**src/rtl/cpu_pkg.sv**
```systemverilog
// Shared definitions for the memory-port arbiter: requester indices, FSM encoding, default widths.
// No logic, no latency.
// No flow control of its own.
package cpu_pkg;

    localparam int ADDR_W_DEF = 8;
    localparam int DATA_W_DEF = 16;

    localparam int NUM_REQ  = 3;
    localparam int REQ_IF   = 0;
    localparam int REQ_DATA = 1;
    localparam int REQ_DBG  = 2;

    typedef enum logic [1:0] {
        ARB_IDLE   = 2'd0,
        ARB_ACCESS = 2'd1,
        ARB_WAIT   = 2'd2,
        ARB_RESP   = 2'd3
    } arb_state_t;

endpackage

```
**src/rtl/mem_arb_select.sv**
```systemverilog
// Priority pick among IF/DATA/DBG requests: DATA > IF > DBG, DBG outright when starved.
// Combinational, zero latency.
// No backpressure; the caller only samples the winner in its idle state.
module mem_arb_select
    import cpu_pkg::*;
(
    input  logic [NUM_REQ-1:0] reqs,
    input  logic               starve_hit,
    output logic [NUM_REQ-1:0] winner
);

    always_comb begin
        winner = '0;
        if (starve_hit && reqs[REQ_DBG]) begin
            winner[REQ_DBG] = 1'b1;
        end else if (reqs[REQ_DATA]) begin
            winner[REQ_DATA] = 1'b1;
        end else if (reqs[REQ_IF]) begin
            winner[REQ_IF] = 1'b1;
        end else if (reqs[REQ_DBG]) begin
            winner[REQ_DBG] = 1'b1;
        end
    end

endmodule

```
**src/rtl/mem_port_arbiter.sv**
```systemverilog
// Serialises IF / DATA / DBG accesses onto one single-port memory with a req/ack handshake.
// Latency: req sampled in IDLE cycle T -> mem_en at T+1 -> ack at T+1+MEM_LAT.
// Backpressure: requesters hold req until their one-cycle ack; inputs ignored outside IDLE.
module mem_port_arbiter
    import cpu_pkg::*;
#(
    parameter int ADDR_W     = ADDR_W_DEF,
    parameter int DATA_W     = DATA_W_DEF,
    parameter int MEM_LAT    = 1,
    parameter int STARVE_MAX = 4
) (
    input  logic              clk,
    input  logic              reset_n,
    input  logic              if_req,
    input  logic [ADDR_W-1:0] if_addr,
    output logic              if_ack,
    input  logic              d_req,
    input  logic              d_we,
    input  logic [ADDR_W-1:0] d_addr,
    input  logic [DATA_W-1:0] d_wdata,
    output logic              d_ack,
    input  logic              dbg_req,
    input  logic              dbg_we,
    input  logic [ADDR_W-1:0] dbg_addr,
    input  logic [DATA_W-1:0] dbg_wdata,
    output logic              dbg_ack,
    output logic [DATA_W-1:0] rdata,
    output logic [2:0]        grant,
    output logic              busy,
    output logic              mem_en,
    output logic              mem_we,
    output logic [ADDR_W-1:0] mem_addr,
    output logic [DATA_W-1:0] mem_wdata,
    input  logic [DATA_W-1:0] mem_rdata
);

    localparam logic [2:0] LAT_LOAD   = 3'(MEM_LAT - 1);
    localparam logic [3:0] STARVE_LIM = 4'(STARVE_MAX);

    arb_state_t          state_q, state_d;
    logic [2:0]          grant_q, grant_d;
    logic                we_q, we_d;
    logic [ADDR_W-1:0]   addr_q, addr_d;
    logic [DATA_W-1:0]   wdata_q, wdata_d;
    logic [2:0]          lat_cnt_q, lat_cnt_d;
    logic [3:0]          starve_cnt_q, starve_cnt_d;
    logic [DATA_W-1:0]   rdata_q, rdata_d;
    logic [2:0]          ack_q, ack_d;
    logic                busy_q, busy_d;
    logic                mem_en_q, mem_en_d;
    logic                mem_we_q, mem_we_d;
    logic [ADDR_W-1:0]   mem_addr_q, mem_addr_d;
    logic [DATA_W-1:0]   mem_wdata_q, mem_wdata_d;

    logic [NUM_REQ-1:0]  reqs;
    logic [NUM_REQ-1:0]  winner;

    assign reqs = {dbg_req, d_req, if_req};

    mem_arb_select u_select (
        .reqs       (reqs),
        .starve_hit (starve_cnt_q == STARVE_LIM),
        .winner     (winner)
    );

    always_comb begin
        state_d      = state_q;
        grant_d      = grant_q;
        we_d         = we_q;
        addr_d       = addr_q;
        wdata_d      = wdata_q;
        lat_cnt_d    = lat_cnt_q;
        starve_cnt_d = starve_cnt_q;
        rdata_d      = rdata_q;
        ack_d        = '0;
        mem_en_d     = 1'b0;
        mem_we_d     = 1'b0;
        mem_addr_d   = '0;
        mem_wdata_d  = '0;

        case (state_q)
            ARB_IDLE: begin
                // Starvation is only tracked while DBG is actually asking.
                if (!dbg_req || winner[REQ_DBG]) begin
                    starve_cnt_d = '0;
                end else if (starve_cnt_q != 4'hF) begin
                    starve_cnt_d = starve_cnt_q + 4'd1;
                end
                if (|reqs) begin
                    state_d = ARB_ACCESS;
                    grant_d = winner;
                    if (winner[REQ_DATA]) begin
                        we_d    = d_we;
                        addr_d  = d_addr;
                        wdata_d = d_wdata;
                    end else if (winner[REQ_IF]) begin
                        we_d    = 1'b0;
                        addr_d  = if_addr;
                        wdata_d = '0;
                    end else begin
                        we_d    = dbg_we;
                        addr_d  = dbg_addr;
                        wdata_d = dbg_wdata;
                    end
                end
            end
            ARB_ACCESS: begin
                lat_cnt_d = LAT_LOAD;
                state_d   = (MEM_LAT == 1) ? ARB_RESP : ARB_WAIT;
            end
            ARB_WAIT: begin
                lat_cnt_d = lat_cnt_q - 3'd1;
                if (lat_cnt_q == 3'd1) begin
                    state_d = ARB_RESP;
                end
            end
            ARB_RESP: begin
                state_d = ARB_IDLE;
                grant_d = '0;
            end
            default: state_d = ARB_IDLE;
        endcase

        // Outputs are registered, so they are decoded from the next state.
        if (state_d == ARB_ACCESS) begin
            mem_en_d    = 1'b1;
            mem_we_d    = we_d;
            mem_addr_d  = addr_d;
            mem_wdata_d = wdata_d;
        end
        if (state_d == ARB_RESP) begin
            ack_d = grant_q;
            if (!we_q) begin
                rdata_d = mem_rdata;
            end
        end
        busy_d = (state_d != ARB_IDLE);
    end

    always_ff @(posedge clk or negedge reset_n) begin
        if (!reset_n) begin
            state_q      <= ARB_IDLE;
            grant_q      <= '0;
            we_q         <= 1'b0;
            addr_q       <= '0;
            wdata_q      <= '0;
            lat_cnt_q    <= '0;
            starve_cnt_q <= '0;
            rdata_q      <= '0;
            ack_q        <= '0;
            busy_q       <= 1'b0;
            mem_en_q     <= 1'b0;
            mem_we_q     <= 1'b0;
            mem_addr_q   <= '0;
            mem_wdata_q  <= '0;
        end else begin
            state_q      <= state_d;
            grant_q      <= grant_d;
            we_q         <= we_d;
            addr_q       <= addr_d;
            wdata_q      <= wdata_d;
            lat_cnt_q    <= lat_cnt_d;
            starve_cnt_q <= starve_cnt_d;
            rdata_q      <= rdata_d;
            ack_q        <= ack_d;
            busy_q       <= busy_d;
            mem_en_q     <= mem_en_d;
            mem_we_q     <= mem_we_d;
            mem_addr_q   <= mem_addr_d;
            mem_wdata_q  <= mem_wdata_d;
        end
    end

    assign if_ack    = ack_q[REQ_IF];
    assign d_ack     = ack_q[REQ_DATA];
    assign dbg_ack   = ack_q[REQ_DBG];
    assign rdata     = rdata_q;
    assign grant     = grant_q;
    assign busy      = busy_q;
    assign mem_en    = mem_en_q;
    assign mem_we    = mem_we_q;
    assign mem_addr  = mem_addr_q;
    assign mem_wdata = mem_wdata_q;

endmodule
```
**config.mk**
```make
export PLATFORM = sky130hd
export DESIGN_NAME = mem_port_arbiter
export DESIGN_NICKNAME = d
export VERILOG_FILES = /design/src/rtl/cpu_pkg.sv /design/src/rtl/mem_arb_select.sv /design/src/rtl/mem_port_arbiter.sv
export SDC_FILE = /design/constraint.sdc
export NUM_CORES = 1
export LEC_CHECK = 0
export CORE_MARGIN = 5
export CORE_UTILIZATION = 48
export DETAILED_ROUTE_END_ITERATION = 8
export MAX_ROUTING_LAYER = met4
export PLACE_DENSITY = 0.86
export SYNTH_ARGS = -nofsm -noshare
export SYNTH_HDL_FRONTEND = slang
export SYNTH_SLANG_ARGS = --single-unit
```
**constraint.sdc**
```tcl
create_clock -name clk -period 3.1 [get_ports clk]
set_input_delay 0.62 -clock clk [delete_from_list [all_inputs] [get_ports clk]]
set_output_delay 0.62 -clock clk [all_outputs]
set_load 0.005 [all_outputs]
```
### Word-level counts from Yosys, hierarchy flattened

Index checks and enable logic that the tools add are counted.

| word-level totals | value |
|---|---|
| output and inout port bits | 49 |
| word-level logic and storage cells | 71 |
| bits in registers | 83 |

| cells by class | value |
|---|---|
| equal/unequal tests | 9 |
| bitwise operators | 1 |
| add/sub/neg operators | 2 |
| multiplexer cells | 33 |
| reductions and logical operators | 12 |

Operator list:

| operator | number |
|---|---|
| $mux 16 | 5 |
| $mux 8 | 5 |
| $mux 1 | 13 |
| $pmux 3 s2 | 2 |
| $mux 4 | 2 |
| $pmux 2 s4 | 1 |
| $reduce_bool 2->1 | 4 |
| $eq 2x2->1 const B | 3 |
| $mux 2 | 3 |
| $mux 3 | 2 |
| $reduce_and 2->1 | 3 |
| $add 4x1->4 const B | 1 |
| $eq 2x1->1 const B | 2 |
| $eq 4x3->1 const B | 1 |
| $ne 4x4->1 const B | 1 |
| $eq 3x1->1 const B | 1 |
| $reduce_or 3->1 | 1 |
| $sub 3x1->3 const B | 1 |
| $logic_not 2->1 | 1 |
| $ne 2x2->1 const B | 1 |
| $logic_and 1x1->1 | 1 |
| $logic_not 1->1 | 1 |
| $logic_or 1x1->1 | 1 |
| $not 1->1 | 1 |

### Longest topological paths before layout

| depth | value |
|---|---|
| depth in word-level cells | 8 |
| mapped depth | 8 |

### Modules after synthesis

A second synthesis with hierarchy kept.

| second synthesis, totals | value |
|---|---|
| cell total of the unflattened synthesis | 292 |
| area, all modules | 3,510.9 µm² |

Modules (own cells, without submodules):

| module | sequential area each (µm²) | times used | cells an instance | area each (µm²) |
|---|---|---|---|---|
| mem_port_arbiter | 2,077.0 | 1 | 287 | 3,472.1 |
| mem_arb_select | 0.0 | 1 | 5 | 38.8 |

### Worst setup path after synthesis

No wires, ideal clock.

| timing | value |
|---|---|
| path kind | register -> register |
| start | register state_q[0] |
| end | register rdata_q[0], in the netlist rdata[0] |
| library setup time | 125 ps |
| arrival | 1,921 ps |
| clock period less this slack | 2,046 ps |
| path buffers | 2 |
| data required time | 2,975 ps |
| slack | 1,054 ps |
| stages on the path, launching flop included | 9 |
| cells stage by stage | dfrtp_1 inv_1 ha_1 a211oi_1 a32oi_4 and3b_1 buf_6 buf_12 mux2_4 |

| between the ends | value |
|---|---|
| cells in the longest elaborated chain, start to end | 4 |

Ends and longest elaborated chain:

| element | line | source |
|---|---|---|
| start: declaration | mem_port_arbiter.sv:40 | `arb_state_t state_q, state_d;` |
| start signal: assignment | mem_port_arbiter.sv:157 | `state_q <= state_d;` |
| $eq 2x2->1, or another cell as far along | mem_port_arbiter.sv:81 | `case (state_q)` |
| $pmux 2 s4 (*) | mem_port_arbiter.sv:81 |  |
| named net state_d[0] | mem_port_arbiter.sv:40 |  |
| $eq 2x2->1 (*) | mem_port_arbiter.sv:131 | `if (state_d == ARB_RESP) begin` |
| $reduce_and 2->1 (no line) (*) | -- |  |
| end signal: assignment | mem_port_arbiter.sv:164 | `rdata_q <= rdata_d;` |
| end: declaration | mem_port_arbiter.sv:47 | `logic [DATA_W-1:0] rdata_q, rdata_d;` |

Mark *: on every way through the listed nets, which the timed path passes. The rest lies on a longest branch.
A chain may end at the register's enable or synchronous reset.

### Worst setup path after layout

| timing | value |
|---|---|
| start | register state_q[0] |
| end | register rdata_q[7], in the netlist rdata[7] |

The elaborated chain is that of the path after synthesis.

==> results.toml <==
[status]
outcome = "finished clean"

[timing]
max_freq_mhz = 401
slew_headroom_pct = 33.2
clock_skew_ns = 0.00642
setup_viol = 0
finalHoldViolCount = 0
rsz0062_at_grt = "false"
min_period_over_period_pct = 80.5
fin_crit_ns = 2.49
slew_viol_final = 0
worstMarginPinSlew_ns = 1.00
setup_tns_ns = 0

[place]
dpl_cell_area_mm2 = 0.00495
gp_congestion = 0.817
dp_hpwl_mm = 6.88
portBuffers = 127

[cts]
max-clock-path-buffers = 2
cts_sinks = 83
ctsHoldBuffers = 0
cts_resized = 0
h-tree-depth = 3
cts_tree = "yes"
postCtsSetupBuffers = 0
clk_pin_slew_worst_paths_ns = 0.09
cts_inserted_buffers = 9
cts_root_buf = "clkbuf_8"
insertion_delay_ns = 0.34

[drt]
antenna_left = 0
drtPass1Iterations = 4
via_per_inst = 5.43
initialDrtViolationCount = 160
drc_errors = 0
wire_per_inst_um = 17.3
totalWireLength_mm = 9.39
dr_total_vias = 2953

[yosys]
synthCells = 316
synth_nets = 403
synth_area_leaders = "dfrtp_1 58%, mux2_4 4.2%, nor2_1 3.4%"
synth_warnings = 0
synth_area_leader_cell = "dfrtp_1"
synth_area_mm2 = 0.00360
syn_area_per_cell_um2 = 11.4
ys.flop_type = "dfrtp_1"
synth_edf_count = 0
yosys_register_bits = 83
synth_cell_types = 44
synth_top_cell_area_share_pct = 57.6
async_flop_share_pct = 100
seq_area_frac_synth_pct = 57.6

[layout]
syn_to_final_growth_pct = 42.8
finish.instance_area_mm2 = 0.00515
fillers = 535
layout_common_cells = "126 x clkdlybuf4s50_1, 83 x dfrtp_1, 33 x nor2_1"
antenna_cells = 0
final_common_cell = "clkdlybuf4s50_1"
nNetsFinal = 527
drive_gt1_share_pct = 10.8

[worst_setup_path]
timing.rr.start = "state_q[0]"
critPathMaxFanout = 16
crit_required_ns = 3.32
critPathArrivalTime_ns = 2.72
worstReg2RegEnd = "rdata[7]"
worstSetupPathType = "register to register"
reg2reg_setup_slack_ns = 0.61
critPathCaptureType = "register"
reg2reg_depth = 8
cp-start-kind = "register"

[global_routing]
grt_pass1_wl_mm = 15.6
grt_max_degree = 84
use_met3_pct = 6.12
grt_use_met1_pct = 26.4
grt_pass1_vias = 3069
grt_overflow_total = 0
top_usage_layer = "met2"
track_usage_pct = 21.2
grtUsageMet2_pct = 33.8
antenna_found_initial = 0

[floorplan]
rows = 31
fp.dieArea_mm2 = 0.00934
initial_core_util_pct = 49.4
die_y_um = 96.7
ios = 128
fp.dieW_um = 96.7
core-area_mm2 = 0.00729

[pwr]
p_per_area_mw_per_mm2 = 906
ir_drop_mv = 0.426
p_leak_nw = 2.24

[min_path]
hp-class = "primary input to asynchronous set/reset pin"

[job]
cap_violations = 0
==> per-stage QoR <==
step	std cells	power [mW]	utilization [%]	hold WS, ns	worst slack, ns
finish	544	4.66	70.6	0.447	0.605
global route	544	5.01	70.6	0.499	0.447
CTS	544	4.71	70.6	0.478	0.610
detailed placement	528	3.92	67.9	0.457	0.315
global placement	528	3.80	67.9	0.451	0.458
floorplan	316	3.04	-	0.324	1.05
==> cell families after synthesis <==
family | synth area share [%]
AO/OA/AOI/OAI | 14.2
XOR/XNOR | 0.486
buffers and inverters | 4.55
AND/OR/NAND/NOR | 13.5
flip-flops | 57.6
adder cells (fa/ha/maj) | 2.78
multiplexers | 6.87
==> final cells by class <==
class	instances	area (um^2)	area share [%]
clock buffer	9	124	2.41
timing repair buffer	133	1310	25.5
multi-input combinational	198	1380	26.8
tap	99	124	2.41
inverter	15	56.3	1.09
sequential	83	2080	40.3
clock inverter	7	75.1	1.46
==> worst max-delay path by stage <==
stage                    start            to  slack, ns  cells after the start
floorplan           state_q[0]      rdata[0]       1.05                      8
global placement         d_req      rdata[8]       0.46                      6
detailed placement       d_req  mem_wdata[1]       0.32                      5
CTS                 state_q[0]      rdata[7]       0.61                      8
global route        state_q[0]   mem_addr[6]       0.45                      7
finish              state_q[0]      rdata[7]       0.61                      8
==> critical path, cell delays in order (launching register included) <==
cell	delay [ns]
dfrtp_1	0.43
inv_1	0.16
ha_1	0.36
buf_4	0.23
a211oi_1	0.08
a32oi_4	0.27
and3b_1	0.19
buf_4	0.27
mux2_2	0.38
==> per-layer routing <==
layer / vias up / wire length, um / share of wire [%]
li1: 1367 / - / -
met1: 1475 / 3980 / 42
met2: 105 / 4830 / 51
met3: 6 / 538 / 5.7
met4: 0 / 41 / 0.44
met5: - / 0 / 0
==> synth_stat cells, types with 4 or more instances <==
cell	number
dfrtp_1	83
a21oi_1	9
o21ai_0	15
inv_1	15
nand2_1	26
a221oi_1	14
mux2_4	10
clkbuf_1	11
o32ai_1	8
nor3_1	15
nand2b_1	4
buf_2	7
ha_1	8
nor2_1	33
mux2_2	6
a211o_1	7
nand3_1	4
==> power breakdown <==
part / total, mW / internal (mW) / switching (mW) / leakage (nW)
Combinational: 2.16 / 1.12 / 1.05 / 1.11
Sequential: 1.73 / 1.54 / 0.186 / 1.03
Clock: 0.769 / 0.376 / 0.393 / 0.0923
Total: 4.66 / 3.04 / 1.62 / 2.24
==> state kept, by name, summed over array words and instances (netlist names), 2 cells and up <==
name,count
mem_addr,8
wdata_q,16
mem_wdata,16
lat_cnt_q,3
starve_cnt_q,4
state_q,2
grant,3
addr_q,8
ack_q,3
rdata,16
Note: power is estimated with default switching activity, not from simulation.
